## src/rtl/image_frame_writer_pkg.sv

```systemverilog
// Shared types and constants for the 1-bit framebuffer writer.
// The display reader also uses the default geometry and ADDR_W derivation.
package image_frame_writer_pkg;

  localparam int DEF_IMAGE_WIDTH  = 640;
  localparam int DEF_IMAGE_HEIGHT = 480;

  typedef enum logic [1:0] {
    ST_IDLE   = 2'd0,
    ST_ACTIVE = 2'd1,
    ST_DONE   = 2'd2
  } wr_state_e;

  // Smallest address width that holds every pixel index of a w x h frame.
  function automatic int addr_width(input int w, input int h);
    return (w * h <= 1) ? 1 : $clog2(w * h);
  endfunction

endpackage

```

## src/rtl/image_frame_writer_raster_counter.sv

```systemverilog
// raster_counter: row/column tracker for a raster stream.
// Ports: clk, reset, adv_i (step one pixel), restart_i (step from (0,0)),
// row_o/col_o (next expected pixel), last_o (stepped pixel ends the frame).
module raster_counter #(
  parameter int IMAGE_WIDTH  = 640,
  parameter int IMAGE_HEIGHT = 480
) (
  input  logic        clk,
  input  logic        reset,
  input  logic        adv_i,
  input  logic        restart_i,
  output logic [15:0] row_o,
  output logic [15:0] col_o,
  output logic        last_o
);

  localparam logic [15:0] LAST_COL = 16'(IMAGE_WIDTH - 1);
  localparam logic [15:0] LAST_ROW = 16'(IMAGE_HEIGHT - 1);

  logic [15:0] row_q, row_d;
  logic [15:0] col_q, col_d;
  logic [15:0] base_row, base_col;

  // A restart makes the current beat pixel (0,0), then steps normally.
  assign base_row = restart_i ? 16'd0 : row_q;
  assign base_col = restart_i ? 16'd0 : col_q;
  assign last_o   = (base_row == LAST_ROW) && (base_col == LAST_COL);

  always_comb begin
    row_d = row_q;
    col_d = col_q;
    if (adv_i) begin
      if (base_col == LAST_COL) begin
        col_d = 16'd0;
        row_d = last_o ? 16'd0 : base_row + 16'd1;
      end else begin
        col_d = base_col + 16'd1;
        row_d = base_row;
      end
    end
  end

  always_ff @(posedge clk or posedge reset) begin
    if (reset) begin
      row_q <= 16'd0;
      col_q <= 16'd0;
    end else begin
      row_q <= row_d;
      col_q <= col_d;
    end
  end

  assign row_o = row_q;
  assign col_o = col_q;

endmodule

```

## src/rtl/image_frame_writer.sv

```systemverilog
// Writer side of the 1-bit framebuffer: pixel stream -> registered writes.
// Ports: clk, reset, in_valid/in_ready/in_pixel/in_sof/in_eol (stream),
// wr_en/wr_addr/wr_data (framebuffer), row/column, busy, frame_done, error.
// Optional IMAGE_FRAME_WRITER_STATS_EN adds on_count (lit pixels per frame).
module image_frame_writer
  import image_frame_writer_pkg::*;
#(
  parameter int IMAGE_WIDTH  = DEF_IMAGE_WIDTH,
  parameter int IMAGE_HEIGHT = DEF_IMAGE_HEIGHT,
  parameter int ADDR_W       = addr_width(IMAGE_WIDTH, IMAGE_HEIGHT)
) (
  input  logic              clk,
  input  logic              reset,
  input  logic              in_valid,
  output logic              in_ready,
  input  logic              in_pixel,
  input  logic              in_sof,
  input  logic              in_eol,
  output logic              wr_en,
  output logic [ADDR_W-1:0] wr_addr,
  output logic              wr_data,
  output logic [15:0]       row,
  output logic [15:0]       column,
  output logic              busy,
  output logic              frame_done,
`ifdef IMAGE_FRAME_WRITER_STATS_EN
  output logic [ADDR_W:0]   on_count,
`endif
  output logic              error
);

  localparam logic [15:0]       LAST_COL = 16'(IMAGE_WIDTH - 1);
  localparam logic [ADDR_W-1:0] WIDTH_A  = ADDR_W'(IMAGE_WIDTH);

  wr_state_e         state_q;
  logic              in_ready_q, busy_q, frame_done_q, error_q;
  logic              wr_en_q, wr_data_q;
  logic [ADDR_W-1:0] wr_addr_q, wr_addr_d, cur_addr;
  logic              accept, wr_fire, eol_bad, last;

  assign accept  = in_valid & in_ready_q;
  // Non-sof beats in IDLE are consumed but never written.
  assign wr_fire = accept & ((state_q == ST_ACTIVE) | in_sof);

  assign cur_addr  = ADDR_W'(row) * WIDTH_A + ADDR_W'(column);
  assign wr_addr_d = in_sof ? '0 : cur_addr;
  assign eol_bad   = in_eol != (column == LAST_COL);

  raster_counter #(
    .IMAGE_WIDTH  (IMAGE_WIDTH),
    .IMAGE_HEIGHT (IMAGE_HEIGHT)
  ) u_cnt (
    .clk       (clk),
    .reset     (reset),
    .adv_i     (wr_fire),
    .restart_i (wr_fire & in_sof),
    .row_o     (row),
    .col_o     (column),
    .last_o    (last)
  );

  always_ff @(posedge clk or posedge reset) begin
    if (reset) begin
      state_q      <= ST_IDLE;
      in_ready_q   <= 1'b1;
      busy_q       <= 1'b0;
      frame_done_q <= 1'b0;
      error_q      <= 1'b0;
      wr_en_q      <= 1'b0;
      wr_addr_q    <= '0;
      wr_data_q    <= 1'b0;
    end else begin
      wr_en_q      <= wr_fire;
      frame_done_q <= 1'b0;
      if (wr_fire) begin
        wr_addr_q <= wr_addr_d;
        wr_data_q <= in_pixel;
      end
      unique case (state_q)
        ST_IDLE, ST_ACTIVE: begin
          if (wr_fire) begin
            // sof restarts the line count, so eol is not judged.
            if (state_q == ST_IDLE)
              error_q <= 1'b0;
            else if (in_sof || eol_bad)
              error_q <= 1'b1;
            if (last) begin
              state_q      <= ST_DONE;
              in_ready_q   <= 1'b0;
              busy_q       <= 1'b0;
              frame_done_q <= 1'b1;
            end else begin
              state_q <= ST_ACTIVE;
              busy_q  <= 1'b1;
            end
          end
        end
        ST_DONE: begin
          state_q    <= ST_IDLE;
          in_ready_q <= 1'b1;
        end
        default: begin
          state_q    <= ST_IDLE;
          in_ready_q <= 1'b1;
          busy_q     <= 1'b0;
        end
      endcase
    end
  end

`ifdef IMAGE_FRAME_WRITER_STATS_EN
  logic [ADDR_W:0] ones_q, on_count_q;

  // on_count takes the tally as DONE ends, after the last pixel is counted.
  always_ff @(posedge clk or posedge reset) begin
    if (reset) begin
      ones_q     <= '0;
      on_count_q <= '0;
    end else begin
      if (wr_fire && in_sof)
        ones_q <= {{ADDR_W{1'b0}}, in_pixel};
      else if (wr_fire && in_pixel)
        ones_q <= ones_q + 1'b1;
      if (state_q == ST_DONE)
        on_count_q <= ones_q;
    end
  end

  assign on_count = on_count_q;
`endif

  assign in_ready   = in_ready_q;
  assign busy       = busy_q;
  assign frame_done = frame_done_q;
  assign error      = error_q;
  assign wr_en      = wr_en_q;
  assign wr_addr    = wr_addr_q;
  assign wr_data    = wr_data_q;

endmodule

```

## config.mk

```make
export PLATFORM = sky130hd
export DESIGN_NAME = image_frame_writer
export DESIGN_NICKNAME = d
export VERILOG_FILES = /design/src/rtl/image_frame_writer_pkg.sv /design/src/rtl/image_frame_writer_raster_counter.sv /design/src/rtl/image_frame_writer.sv
export SDC_FILE = /design/constraint.sdc
export NUM_CORES = 1
export LEC_CHECK = 0
export ABC_CLOCK_PERIOD_IN_PS = 2800
export CAP_MARGIN = 30
export CORE_UTILIZATION = 40
export CTS_BUF_LIST = sky130_fd_sc_hd__clkbuf_4 sky130_fd_sc_hd__clkbuf_8 sky130_fd_sc_hd__clkbuf_16
export CTS_CLUSTER_SIZE = 30
export DETAILED_ROUTE_END_ITERATION = 6
export PLACE_DENSITY = 0.73
export SYNTH_ARGS = -nofsm -noshare
export SYNTH_HDL_FRONTEND = slang
export SYNTH_HIERARCHICAL = 1
export SYNTH_SLANG_ARGS = --single-unit
```

## constraint.sdc

```tcl
create_clock -name clk -period 2.8 [get_ports clk]
set_input_delay 0.56 -clock clk [delete_from_list [all_inputs] [get_ports clk]]
set_output_delay 0.56 -clock clk [all_outputs]
set_load 0.02 [all_outputs]
```

==> impl_results.md, run 1 <==
* Setup TNS after final layout at -0.325 ns
* TritonCTS Buffers at 9
* TritonCTS Sinks at between 50 and 60
* Logic pwr share at a little under a fifth
* Commonest non-fill, non-tap cell in the layout: buf_4
* # diodes at 0
* NumNets Final at approximately 590
* Total GRT Usage at between 20% and 30%
* VDD IR max at 227 uV
* Tmin final at just under 3 ns
* Synth Register Bits at 59
* Switching Share at 29.8%
* P&R area growth vs syn at 40.9%
* RSZ-0062 raised after global routing: true
* LEAKAGE at between 2 and 2.5 nW
* Slew @ Worst Pin at around 0.5 ns
* Number of fill cells at between 800 and 900
* Worst-path clk slew at approximately 0.080 ns
* Sw Pwr at 0.697 mW
* Async S/R FF share, synth at between 90% and 100%
* Drt pass-1 iters at 5
* Largest net degree at the start of global routing at 38
* Clock power share at a little under 40%
* Total Wirelength at approximately 11000 um
* Initial Util at 41.0%
* Vias at 3815
* CP Max Fanout at 4
* Core area at around 9700 um2
* Status: finished, violations left
* CP Class: reg2reg
* Syn Nets at approximately 460
* Number of global-route vias before repair at around 3700
* WP data arrival at around 3.2 ns
* Later-pin clock latency in the skew report at 0.34 ns
* P_int at approximately 1.6 mW
* Share of cells above drive strength 1 at a little under a quarter
* Cells after Synth at 426
* Max cap viols at 0
* Commonest non-fill, non-tap cells in the layout: buf_4, clkdlybuf4s50_1, dfrtp_1
* DPL Wire Length at 8030 um
* Final Hold Viols at 0
* Count of cell types in the netlist at approximately 70
* Initial antenna violation count at 0
* Worst EP required at between 3 and 4 ns
* CTS tree: yes
* Setup Viol. Count Final at 4
* Seq pwr share at around two fifths
* I/O pins at 63
* Die Footprint at around 10000 um2
* Die Ht at a little over 100 um
* Failing checks: negative setup slack
* Max-slew violation count at 0
* Worst Slack Setup Final at -0.151 ns
* Pre-CTS WS at -0.187 ns
* Iter 0 DRT Violations at 130
* Synth warnings at 6
* GP Congestion at 0.910
* Root buffer cell: clkbuf_8
* Post-route ant nets at 0
* # DRC at 0
* Syn Std Cell Area at roughly 4000 um2
* Fmax at 0.339 GHz
* H-Tree Depth at 3
* Mean Syn Cell Area at between 9 and 10 um2
* Crit. End Element: flip-flop
* EDFF count, synth at 0
* Register area share after synthesis at 37.1%
* First-pass GRT wire length at 18100 um
* Avg WL per Cell at 16.1 um
* P per Cell Area at 416 nW/um2
* Port Buffer Count at between 60 and 70
* Min-Delay Path Class: reg2reg
* Final clock skew at roughly 0.0087 ns
* Worst slew margin at between 60% and 70%
* Chip Width at between 100 and 150 um
* FP Rows at 36
* Critical path launch point type: flip-flop
* Clock Path Buffers at 2
* Routed vias/inst at 5.53
* Overflow after GRT at 0
* Final period utilization at 105%
* Top FF cell, synth: dfrtp_1
-- synthesized netlist by cell type (all sizes together) (4+ instances only) --
cell / instances / area share [%]
o31ai: 7 / 1.3
nand2: 41 / 3.9
buf: 8 / 1.7
xor2: 6 / 1.3
clkbuf: 7 / 0.66
mux2i: 9 / 2.3
nand4: 8 / 1.6
and3: 6 / 0.94
inv: 15 / 1.4
dfrtp: 58 / 36
ha: 29 / 9.1
nand2b: 11 / 1.7
nor3: 12 / 1.8
nor4: 6 / 1.9
a21oi: 17 / 2.1
nor2: 39 / 3.9
a31oi: 4 / 0.63
a21o: 6 / 1.1
nor2b: 5 / 0.85
nand3: 20 / 2.8
xnor2: 12 / 2.6
a22o: 11 / 2.4
and4: 4 / 0.91
o21ai: 28 / 3.5
o2bb2ai: 8 / 1.8
o22ai: 4 / 0.63
-- worst paths after layout --
| kind | to | depth (start not counted) | slack (ns) | startpoint |
|---|---|---|---|---|
| worst max-delay path | wr_addr[18] | 11 | -0.15 | u_cnt/row_o[3] |
| worst min-delay path | wr_data | 2 | 0.48 | wr_data |
| worst max register to register | wr_addr[18] | 11 | -0.15 | u_cnt/row_o[3] |
| worst min register to register | wr_data | 2 | 0.48 | wr_data |
| max in group asynchronous | u_cnt/row_o[2] | 3 | 1.82 | reset |
| min in group asynchronous | wr_addr[1] | 3 | 0.61 | reset |
-- per-stage QoR --
stage                     instance area [um2]  total power, mW  hold slack [ns]  cells  utilization [%]
final                                    5620             2.33            0.481    690             57.7
after floorplan                          4080             1.22            0.461    426                -
after CTS                                5550             2.34            0.488    688             57.1
after global placement                   5220             1.42            0.461    667             53.6
after detailed placement                 5220             1.42            0.470    667             53.6
after global routing                     5620             2.44            0.515    690             57.7
-- routing by layer --
metal / GRT usage [%] / vias up / wire [um]
met2: 35.5 / 149 / 5210
li1: - / 1831 / -
met3: 3.42 / 13 / 655
met5: 0 / - / 0
met4: 7.03 / 0 / 182
met1: 30.8 / 1822 / 5070
-- sequential cells by signal, indices dropped and copies added, names as in the netlist --
register     cells
busy             1
u_cnt/col_o     16
in_ready         1
state_q          2
wr_en            1
wr_data          1
frame_done       1
wr_addr         19
error            1
u_cnt/row_o     16
-- power by group through the flow --
| stage | Sequential (mW) | Combinational, mW | Clock, mW |
|---|---|---|---|
| 6_report | 0.981 | 0.435 | 0.918 |
| 5_1_grt | 0.989 | 0.476 | 0.972 |
| 4_1_cts | 0.981 | 0.428 | 0.934 |
| 3_5_place_dp | 0.998 | 0.426 | 0 |
| 3_3_place_gp | 0.997 | 0.418 | 0 |
| 2_1_floorplan | 1.04 | 0.177 | 0 |
-- logic make-up (layout without fill, tap and decap cells) --
| group | after synthesis | in the layout | share of synthesized area (%) |
|---|---|---|---|
| AO/OA/AOI/OAI | 110 | 110 | 19.5 |
| XOR/XNOR | 18 | 18 | 3.95 |
| adder cells (fa/ha/maj) | 31 | 31 | 10.1 |
| buffers and inverters | 30 | 161 | 3.73 |
| flip-flops | 59 | 59 | 37.1 |
| multiplexers | 9 | 9 | 2.26 |
| AND/OR/NAND/NOR | 169 | 169 | 23.4 |
-- timing repair --
item                       CTS  global route
setup endpoints to repair    5             8
buffers inserted             5             3
gates resized for setup     10             8
hold buffers                 0             0
pin swaps                   11            12
-- layout make-up --
class	instances	area, um2	area share, %
Clock buffer	10	138	2.45
Clock inverter	6	95.1	1.69
Inverter	15	56.3	1.00
Multi-Input combinational cell	337	2530	45.1
Sequential cell	59	1480	26.4
Tap cell	133	166	2.96
Timing Repair Buffer	130	1140	20.3
-- critical path, stage by stage (launching register included) --
cell and delay [ns]:
dfrtp_2 0.45, ha_4 0.29, ha_4 0.14, fa_2 0.45, ha_4 0.29, buf_6 0.10, nand4_1 0.13, a21oi_2 0.16
and3b_2 0.25, o21ai_4 0.15, nand4_1 0.12, a32o_1 0.30
(Power assumes the default switching activity.)
==> inputs of run 2 (changes only) <==
--- a/config.mk
+++ b/config.mk
@@ -7,11 +7,11 @@
 export LEC_CHECK = 0
 export ABC_CLOCK_PERIOD_IN_PS = 2800
 export CAP_MARGIN = 30
-export CORE_UTILIZATION = 40
+export CORE_UTILIZATION = 49
 export CTS_BUF_LIST = sky130_fd_sc_hd__clkbuf_4 sky130_fd_sc_hd__clkbuf_8 sky130_fd_sc_hd__clkbuf_16
 export CTS_CLUSTER_SIZE = 30
 export DETAILED_ROUTE_END_ITERATION = 6
-export PLACE_DENSITY = 0.73
+export PLACE_DENSITY = 0.85
 export SYNTH_ARGS = -nofsm -noshare
 export SYNTH_HDL_FRONTEND = slang
 export SYNTH_HIERARCHICAL = 1
==> constraint.sdc (replaced) <==
create_clock -name clk -period 2.8 [get_ports clk]
set_input_delay 0.56 -clock clk [delete_from_list [all_inputs] [get_ports clk]]
set_output_delay 0.56 -clock clk [all_outputs]
set_load 0.005 [all_outputs]
==> impl_results.md, run 2 (synthesis gave the netlist of run 1 again) <==
* Max cap viols at 0 (unchanged)
* CP Class: reg2reg (unchanged)
* Max incr delay on CP at 0.43 ns (was 0.45 ns)
* Die Ht at 92.2 um (was 102 um)
* CTS tree: yes (unchanged)
* Final period utilization at 105% (about the same)
* TritonCTS Sinks at 59 (unchanged)
* Max-slew violation count at 0 (unchanged)
* Overflow after GRT at 0 (unchanged)
* Total Wirelength at 11900 um (was 11100 um)
* LEAKAGE at 2.53 nW (was 2.49 nW)
* Reg-to-reg slack, setup at -0.13 ns (was -0.15 ns)
* Post-placement cell count at 638 (was 667)
* Number of global-route vias before repair at 3837 (was 3733)
* Commonest non-fill, non-tap cell in the layout: buf_4 (unchanged)
* Initial antenna violation count at 0 (unchanged)
* Cell chain of the critical path: ha_4 > ha_4 > fa_2 > xor2_1 > ha_1 > nand4_1 > a21oi_1 > and3b_2 > o21ai_4 > nand4_1 > a32o_1 (was ha_4 > ha_4 > fa_2 > ha_4 > buf_6 > nand4_1 > a21oi_2 > and3b_2 > o21ai_4 > nand4_1 > a32o_1)
* Final Hold Viols at 0 (unchanged)
* H-Tree Depth at 3 (unchanged)
* WP data arrival at 3.16 ns (was 3.18 ns)
* Die Footprint at 8500 um2 (was 10400 um2)
* Setup Viol. Count Final at 5 (was 4)
* Chip Width at 92.2 um (was 102 um)
* Vias at 4033 (was 3815)
* Avg WL per Cell at 17.9 um (was 16.1 um)
* Fin Hold WS at 0.482 ns (was 0.481 ns)
* Worst slew margin at 65.5% (was 66.0%)
* Worst-path clk slew at 0.07 ns (was 0.08 ns)
* VDD IR max at 193 uV (was 227 uV)
* NumNets Final at 594 (was 589)
* Iter 0 DRT Violations at 396 (was 130)
* Max FFs per register at 19 (unchanged)
* Final core utilization at 72.3% (was 57.7%)
* Post-route ant nets at 0 (unchanged)
* I/O pins at 63 (unchanged)
* Later-pin clock latency in the skew report at 0.34 ns (about the same)
* Reg-to-reg endpoint: wr_addr[18] (unchanged)
* Power Total at 2.35 mW (was 2.33 mW)
* Number of fill cells at 533 (was 851)
* Pre-CTS WS at -0.298 ns (was -0.187 ns)
* Tmin final at 2.93 ns (was 2.95 ns)
* Status: finished, violations left (unchanged)
* Min-Delay Path Class: reg2reg (unchanged)
* P&R area growth vs syn at 41.5% (was 40.9%)
* Hold Crit Start: wr_addr[15] (was wr_data)
* Drt pass-1 iters at 5 (unchanged)
* Largest net degree at the start of global routing at 38 (unchanged)
* Non-Filler Instances at 664 (was 690)
* DR WL met2 at 5790 um (was 5210 um)
* P per Cell Area at 416 nW/um2 (about the same)
* RSZ-0062 raised after global routing: true (unchanged)
* Crit. End Element: flip-flop (unchanged)
* Root buffer cell: clkbuf_8 (unchanged)
* DPL Wire Length at 8200 um (was 8030 um)
* Setup TNS after final layout at -0.416 ns (was -0.325 ns)
* Share of cells above drive strength 1 at 24.2% (was 23.0%)
* Failing checks: negative setup slack (unchanged)
* Routed vias/inst at 6.07 (was 5.53)
* Hold Path Depth at 2 (unchanged)
* R2R Path Start: u_cnt/row_o[1] (was u_cnt/row_o[3])
* Core area at 7810 um2 (was 9730 um2)
* Critical path launch point type: flip-flop (unchanged)
* WL met3 at 779 um (was 655 um)
* CP Max Fanout at 4 (unchanged)
* Hold EP: wr_addr[15] (was wr_data)
* FP Rows at 32 (was 36)
* Final clock skew at 0.0139 ns (was 0.00874 ns)
* Slew @ Worst Pin at 0.513 ns (was 0.506 ns)
* # DRC at 0 (unchanged)
* Worst Reg-to-Reg Cells at 11 (unchanged)
* Fmax at 0.341 GHz (was 0.339 GHz)
* Final Cell Area at 5640 um2 (was 5620 um2)
* Worst Slack Setup Final at -0.130 ns (was -0.151 ns)
* Hold-fix buffers, CTS at 0 (unchanged)
* GP Congestion at 0.885 (was 0.910)
* Placed Area at 5200 um2 (was 5220 um2)
* TritonCTS Buffers at 9 (unchanged)
* Initial Util at 51.1% (was 41.0%)
* Total GRT Usage at 28.6% (was 22.1%)
* Slowest cell on crit path: dfrtp_2 (unchanged)
* First-pass GRT wire length at 19000 um (was 18100 um)
* Commonest non-fill, non-tap cells in the layout: buf_4, clkdlybuf4s50_1, dfrtp_1 (unchanged)
* Clock Path Buffers at 2 (unchanged)
* Worst EP required at 3.03 ns (about the same)
* # diodes at 0 (unchanged)
* Metal-1 WL at 5020 um (was 5070 um)
* Crit path from: u_cnt/row_o[1] (was u_cnt/row_o[3])
* Port Buffer Count at 62 (unchanged)
* Max Used Layer: met4 (unchanged)
## run 2: timing repair
item / in CTS / in global routing
gates resized for setup: 9 / 13
cloned: 0 / 0
buffers inserted: 3 / 9
endpoints found under the setup margin: 5 / 15
pin swaps: 23 / 22
## run 2: cell type report
| cell class | instances | area [um2] | area share [%] |
|---|---|---|---|
| inverter | 15 | 56.3 | 0.998 |
| tap | 102 | 128 | 2.26 |
| multi-input combinational | 337 | 2550 | 45.2 |
| clock buffer | 9 | 124 | 2.20 |
| clock inverter | 7 | 124 | 2.20 |
| timing repair buffer | 135 | 1180 | 20.9 |
| sequential | 59 | 1480 | 26.3 |
## run 2: power breakdown
part           total, mW  internal, mW  switching, mW
clock              0.977         0.597          0.380
combinational      0.389         0.202          0.187
sequential         0.980         0.904         0.0767
## run 2: how the worst max path moves through the flow
stage / to / slack [ns] / cells after the start
finish: wr_addr[18] / -0.13 / 11
global placement: u_cnt/row_o[12] / -0.13 / 11
global route: wr_addr[18] / -0.25 / 11
floorplan: u_cnt/row_o[12] / -0.02 / 14
detailed placement: busy / -0.30 / 13
CTS: wr_addr[17] / -0.09 / 10
## run 2: critical path, delay by kind of cell (launching register included)
family	cells	cell delay [ns]
AOI/OAI and AO/OA	3	0.60
and+or+nand+nor	3	0.50
xor gates and xnor gates	1	0.16
DFF	1	0.43
adders and majority gates	4	1.14
## run 2: metal layers
layer,vias to the layer above,track usage (%)
met5,-,0
met2,192,47.7
met3,32,4.48
li1,1841,-
met1,1968,37.1
met4,0,11.3
==> inputs of run 3 (changes only) <==
--- a/config.mk
+++ b/config.mk
@@ -9,7 +9,7 @@
 export CAP_MARGIN = 30
 export CORE_UTILIZATION = 49
 export CTS_BUF_LIST = sky130_fd_sc_hd__clkbuf_4 sky130_fd_sc_hd__clkbuf_8 sky130_fd_sc_hd__clkbuf_16
-export CTS_CLUSTER_SIZE = 30
+export CTS_CLUSTER_SIZE = 14
 export DETAILED_ROUTE_END_ITERATION = 6
 export PLACE_DENSITY = 0.85
 export SYNTH_ARGS = -nofsm -noshare
==> results of run 3 <==
No change in the layout: final DEF, timing and power equal those of run 2.
